### config.mk
export PLATFORM = sky130hd
export DESIGN_NAME = aer_arbiter
export DESIGN_NICKNAME = d
export VERILOG_FILES = /design/src/rtl/aer_arbiter.sv
export SDC_FILE = /design/constraint.sdc
export NUM_CORES = 1
export LEC_CHECK = 0
export CORE_ASPECT_RATIO = 1.25
export CORE_MARGIN = 3
export CORE_UTILIZATION = 45
export DETAILED_ROUTE_END_ITERATION = 8
export DONT_BUFFER_PORTS = 1
export PLACE_DENSITY = 0.67
export SLEW_MARGIN = 40
export SYNTH_ARGS = -nofsm -noshare
export SYNTH_HDL_FRONTEND = slang
export SYNTH_SLANG_ARGS = --single-unit
### constraint.sdc
create_clock -name i_clk -period 3.2 [get_ports i_clk]
set_input_delay 0.96 -clock i_clk [delete_from_list [all_inputs] [get_ports i_clk]]
set_output_delay 0.96 -clock i_clk [all_outputs]
set_load 0.02 [all_outputs]
### src/rtl/aer_arbiter.sv
// Round-robin arbiter that lets several sorter lanes share one AER transmitter.
// It grants one lane, strobes its index, and reissues the strobe if the transmitter never goes busy.
module aer_arbiter #(
   parameter  int NUM_REQ   = 4,
   parameter  int ADDR_BITS = 10,
   parameter  int TIMEOUT   = 7,
   localparam int GW        = (NUM_REQ > 1) ? $clog2(NUM_REQ) : 1
) (
   input  logic                         i_clk,
   input  logic                         i_rstn,
   input  logic                         i_enable,
   input  logic [NUM_REQ-1:0]           i_req_valid,
   input  logic [NUM_REQ*ADDR_BITS-1:0] i_req_index,
   output logic [NUM_REQ-1:0]           o_req_ready,
   output logic [ADDR_BITS-1:0]         o_next_index,
   output logic                         o_found_next_index,
   input  logic                         i_aerin_ctrl_busy,
   output logic [GW-1:0]                o_grant_id,
   output logic                         o_arb_idle,
   output logic [15:0]                  o_event_count
);

   typedef enum logic [1:0] {S_IDLE, S_ISSUE, S_WAIT_BUSY, S_WAIT_DONE} state_t;

   state_t               r_state, w_state_nxt;
   logic [2:0]           r_to_cnt, w_to_cnt_nxt;
   logic                 r_first;
   logic [GW-1:0]        r_last_grant;
   logic [GW-1:0]        r_grant_id;
   logic [ADDR_BITS-1:0] r_next_index;
   logic [15:0]          r_event_count;

   logic                 w_hi_found, w_lo_found;
   logic [GW-1:0]        w_hi_id, w_lo_id, w_win_id;
   logic [ADDR_BITS-1:0] w_win_index;
   logic                 w_grant;

   // Lanes above last_grant win over lanes at or below it; lowest index wins within each group.
   always_comb begin
      w_hi_found = 1'b0;
      w_lo_found = 1'b0;
      w_hi_id    = '0;
      w_lo_id    = '0;
      for (int i = NUM_REQ - 1; i >= 0; i--) begin
         if (i_req_valid[i]) begin
            if (GW'(i) > r_last_grant) begin
               w_hi_found = 1'b1;
               w_hi_id    = GW'(i);
            end else begin
               w_lo_found = 1'b1;
               w_lo_id    = GW'(i);
            end
         end
      end
      w_win_id = w_hi_found ? w_hi_id : w_lo_id;
   end

   always_comb begin
      w_win_index = '0;
      for (int i = 0; i < NUM_REQ; i++) begin
         if (GW'(i) == w_win_id) w_win_index = i_req_index[i*ADDR_BITS +: ADDR_BITS];
      end
   end

   assign w_grant = (r_state == S_IDLE) && i_enable && (|i_req_valid) && !i_aerin_ctrl_busy;

   always_comb begin
      w_state_nxt  = r_state;
      w_to_cnt_nxt = r_to_cnt;
      unique case (r_state)
         S_IDLE: begin
            if (w_grant) w_state_nxt = S_ISSUE;
         end
         S_ISSUE: begin
            w_state_nxt  = S_WAIT_BUSY;
            w_to_cnt_nxt = '0;
         end
         S_WAIT_BUSY: begin
            if (i_aerin_ctrl_busy) begin
               w_state_nxt  = S_WAIT_DONE;
               w_to_cnt_nxt = '0;
            end else if (r_to_cnt == 3'(TIMEOUT - 1)) begin
               w_state_nxt  = S_ISSUE;
               w_to_cnt_nxt = '0;
            end else begin
               w_to_cnt_nxt = r_to_cnt + 3'd1;
            end
         end
         S_WAIT_DONE: begin
            if (!i_aerin_ctrl_busy) w_state_nxt = S_IDLE;
         end
         default: w_state_nxt = S_IDLE;
      endcase
   end

   always_ff @(posedge i_clk or negedge i_rstn) begin
      if (!i_rstn) begin
         r_state       <= S_IDLE;
         r_to_cnt      <= '0;
         r_first       <= 1'b0;
         r_last_grant  <= GW'(NUM_REQ - 1);
         r_grant_id    <= '0;
         r_next_index  <= '0;
         r_event_count <= '0;
      end else begin
         r_state  <= w_state_nxt;
         r_to_cnt <= w_to_cnt_nxt;
         if (w_grant) begin
            r_next_index <= w_win_index;
            r_grant_id   <= w_win_id;
            r_last_grant <= w_win_id;
            r_first      <= 1'b1;
         end else if (r_state == S_ISSUE) begin
            // Timeout reissues must not acknowledge the requester a second time.
            r_first <= 1'b0;
         end
         if ((r_state == S_WAIT_DONE) && !i_aerin_ctrl_busy && (r_event_count != 16'hFFFF))
            r_event_count <= r_event_count + 16'd1;
      end
   end

   assign o_found_next_index = (r_state == S_ISSUE);
   assign o_req_ready        = ((r_state == S_ISSUE) && r_first) ? (NUM_REQ'(1) << r_grant_id) : '0;
   assign o_next_index       = r_next_index;
   assign o_grant_id         = r_grant_id;
   assign o_arb_idle         = (r_state == S_IDLE);
   assign o_event_count      = r_event_count;

endmodule

Yosys cells after proc, flatten, opt, wreduce, memory -nomap -nowiden
Cells that the tools add are included.

cells by class
  $add $sub $neg = 2
  multiply operators = 0
  divide/modulo/power cells = 0
  order comparisons = 4
  equal/unequal tests = 11
  shift operators = 1
  mux-type cells = 40
  bitwise operators = 0
  reductions and logical operators = 13

operator list
  operator                                                             number
  2-bit two-way mux                                                    21
  10-bit two-way mux                                                   4
  16-bit by 1-bit adder with 16-bit output, second input constant      1
  16-bit inequality test, second input constant                        1
  1-bit two-way mux                                                    10
  2-bit one-hot mux with 4 select lines                                1
  1-bit logical AND                                                    6
  3-bit two-way mux                                                    2
  3-bit one-hot mux with 2 select lines                                1
  2-bit == test, first input constant                                  2
  2-bit == test, second input constant                                 2
  1-bit by 2-bit > comparator with 1-bit output, first input constant  2
  2-bit > comparator, first input constant                             2
  2-bit logical NOT                                                    2
  4-bit two-way mux                                                    1
  2-bit nonzero test                                                   2
  4-bit OR reduction                                                   1
  1-bit by 2-bit << shifter with 4-bit output, first input constant    1
  3-bit by 1-bit adder with 3-bit output, second input constant        1
  3-bit == test, second input constant                                 1
  3-bit inequality test, second input constant                         1
  3-bit AND reduction                                                  1
  1-bit by 2-bit == test with 1-bit output, first input constant       1
  2-bit by 1-bit == test with 1-bit output, second input constant      1
  3 further kinds                                                      3

storage, ports and cells
  flip-flop bits (word level) = 36
  latch bits = 0
  memory bits (writable) = 0
  ROM bits = 0
  bits of input ports = 48
  output and inout port bits = 34
  word-level logic and storage cells = 78
  memories kept = 0

Depth between registers and ports, before layout
  word-level depth = 15
  mapped depth = 7
  mapped depth without buffers = 6

Worst setup path before layout
OpenSTA, ideal clock, no wires.

  path kind = flip-flop to output port
  start point = register r_state[1]
  end point = output port o_req_ready[0]
  arrival = 1349 ps
  data required time = 2240 ps
  setup slack = 891 ps
  stages on the path, launching flop included = 5
  path buffers = 0
  cell sequence = dfrtp_1 -> inv_1 -> ha_1 -> nand2_1 -> nor3_1

between the ends
  cells in the longest elaborated chain, start to end = 3

ends and longest elaborated chain
  item                                      line  text
  start: declaration                        25    state_t r_state, w_state_nxt;
  start signal: assignment                  106   r_state <= w_state_nxt;
  2-bit by 1-bit == test with 1-bit output  --
  via o_found_next_index                    16    output logic o_found_next_index,
  1-bit logical AND                         123   assign o_req_ready = ((r_state == S_ISSUE) && r_first) ? (NUM_REQ'(1) << r_grant_id) : '0;
  4-bit two-way mux                         123
  end: declaration                          14    output logic [NUM_REQ-1:0] o_req_ready,

The timed path passes the listed nets, and every way through them passes these cells.

Final worst setup path
Ends and elaborated chain as after synthesis.

==> metrics <==
outcome=complete, no violations; share of cells above drive strength 1=14.10%; gr usage total=19.31%; final setup violation count=0; Setup crit end kind=output port; FP Rows=28; largest net degree at the start of global routing=37; CTS tree=yes; Placer Congestion=0.7914; Worst-Margin Slew=approximately 0.62 ns; first-pass GRT wire length=between 8000 and 9000 um; wire per inst=18.37 um; # diodes=0; Distinct cells, synth=48; vias in the first global route=1728; CP Launch Type=register; DRC=0; Nets=roughly 280; PostCTS Resize Cnt=0; RSZ-0062 raised after global routing=false; Final Slew Violations=0; Slew headroom=58.27%; Yosys reg bits=36; Reg clk slew, reported paths=roughly 0.080 ns; overflow left after global routing=0; Post CTS Setup Buffer Count=0; minimum hold slack=0.3533 ns; WP data required=2.24 ns; H-Tree Depth=2; initial drt markers=75; Die X=between 60 and 70 um; TNS Setup=0 ns; register area share after synthesis=just over 40%; filler instances=472; Final Hold Viols=0; Vias=approximately 1800; synthesized area=2232 um^2; TritonCTS Buffers=5; number of synthesized flops with an enable pin=0; Clock Tree Buf Depth=2; IO buf count=0; routed wire length=around 5300 um; Ys Warns=0; P_leak=1.024 nW; syn_nets=278; drt pass-1 iters=4; Clock Skew=0.009335 ns; Max Cap Violations=0; initial antenna violation count=0; vias per std cell=between 6 and 7; Synth-to-Final Area Change=6.334%; Synth Flop Type=dfrtp_1; Die Y-Extent=84.75 um; critical-path maximum fanout=4; I/O Pins=82; Avg Cell Area, Syn=9.921 um^2; area of the core=4765 um^2; worst skew pair latency=roughly 0.29 ns; CTS Sinks=36; post-route ant nets=0; post-layout min period=around 2.7 ns; crit share post-route=approximately 85%; crit path kind=register to output port; Die Area=5847 um^2; VDD IR-drop max=361.6 uV; CTS Hold Buffers Added=0; Reg area=903.4 um^2; Root Driver=clkbuf_8; DP HPWL=3936 um; Worst EP arrival=around 1.8 ns; Syn Inst Count=225; Power Density=744.1 nW/um^2; Fmax achieved=around 0.37 GHz; min-delay worst type=primary input to async pin; Post-synth ARST share=100.0%; area of the multi-input gates=between 1000 and 1500 um^2; Initial Utilization=between 40% and 50%
==> report_power, final <==
group | internal, mW | total (mW) | switching [mW]
clock | 0.175 | 0.343 | 0.168
combinational | 0.258 | 0.593 | 0.336
sequential | 0.586 | 0.830 | 0.244
total | 1.02 | 1.77 | 0.748
==> critical path: stages (launching register included) <==
cell and delay (ns):
dfrtp_1 0.41, inv_1 0.11, ha_1 0.34, nand2_1 0.11, nor3_1 0.50
==> flip-flops by register name (all words and copies together) (netlist names) <==
name           count
o_event_count     16
o_next_index      10
r_to_cnt           3
o_grant_id         2
r_last_grant       2
r_state            2
r_first            1
==> Yosys cell counts, types with 3 or more instances <==
cell type  count  area share (%)
nand4_1        5             1.4
and4_1        11             4.3
ha_1           5             2.8
xnor2_1        7             2.7
nand2_1       23             3.9
nor3_1         5             1.1
mux2i_1       11             4.9
nand2b_1       3            0.84
a21oi_1        6             1.3
inv_1          7             1.2
o21ai_1       11             2.5
clkbuf_1       3            0.50
dfrtp_1       34              38
o31a_1        10             3.9
o21a_1         3             1.0
mux2_2         4             2.0
o21ai_0        9             2.0
nand3_1       14             3.1
o211ai_2       8             4.5
nor2_1         9             1.5
==> logic make-up (layout without fill, tap and decap cells) <==
| logic type | Yosys count | after routing | share of synthesized area [%] |
|---|---|---|---|
| fa+ha+maj | 5 | 5 | 2.803 |
| buf+inv | 16 | 18 | 3.588 |
| mux | 15 | 15 | 6.951 |
| xor+xnor | 9 | 9 | 3.532 |
| compound gates | 59 | 59 | 19.73 |
| simple gates | 85 | 85 | 22.93 |
| flops | 36 | 36 | 40.47 |
==> layer usage <==
metal	track usage, %	part of all wire [%]	wire length (um)	vias up
met3	8.300	8.7	460	12
met1	23.17	39	2075	857
met2	29.86	50	2612	63
met5	0	0	0	-
met4	7.801	2.3	123	0
li1	-	-	-	838
==> path summary, 6_finish.rpt <==
path | startpoint | end | slack (ns) | cells past startpoint
min in group i_clk | r_last_grant[1] | r_last_grant[1] | 0.52 | 2
worst min-delay path | i_rstn | o_next_index[0] | 0.35 | 0
worst max register to register | r_state[0] | o_next_index[7] | 1.03 | 5
max in group asynchronous | i_rstn | r_last_grant[0] | 2.66 | 0
worst min register to register | r_last_grant[1] | r_last_grant[1] | 0.52 | 2
worst max-delay path | r_state[1] | o_req_ready[0] | 0.49 | 4
==> cell type report <==
type | instances | share of cell area [%]
clock buffer | 7 | 3.637
clock inverter | 1 | 0.3163
inverter | 7 | 1.107
multi-input combinational | 173 | 52.77
sequential | 36 | 38.06
tap | 60 | 3.163
timing repair buffer | 3 | 0.9489
==> metrics by stage <==
step / total power [mW] / area (um^2) / util, % / worst slack (ns) / cells
4_1_cts: 1.781 / 2370 / 49.74 / 0.4728 / 287
2_1_floorplan: 1.312 / 2232 / - / 0.8907 / 225
3_5_place_dp: 1.433 / 2276 / 47.77 / 0.7366 / 279
3_3_place_gp: 1.415 / 2276 / 47.77 / 0.7894 / 279
5_1_grt: 1.909 / 2374 / 49.82 / 0.4203 / 287
6_report: 1.766 / 2374 / 49.82 / 0.4925 / 287
==> placed cells by master, fill, tap and decap left out, types with 8 or more instances in the layout <==
master	count
o21ai_0	9
and4_1	11
nand2_1	23
dfrtp_1	34
nor2_1	9
nand3_1	14
mux2i_1	11
o31a_1	10
o21ai_1	11
o211ai_2	8
Power figures use the tool's default switching activity.
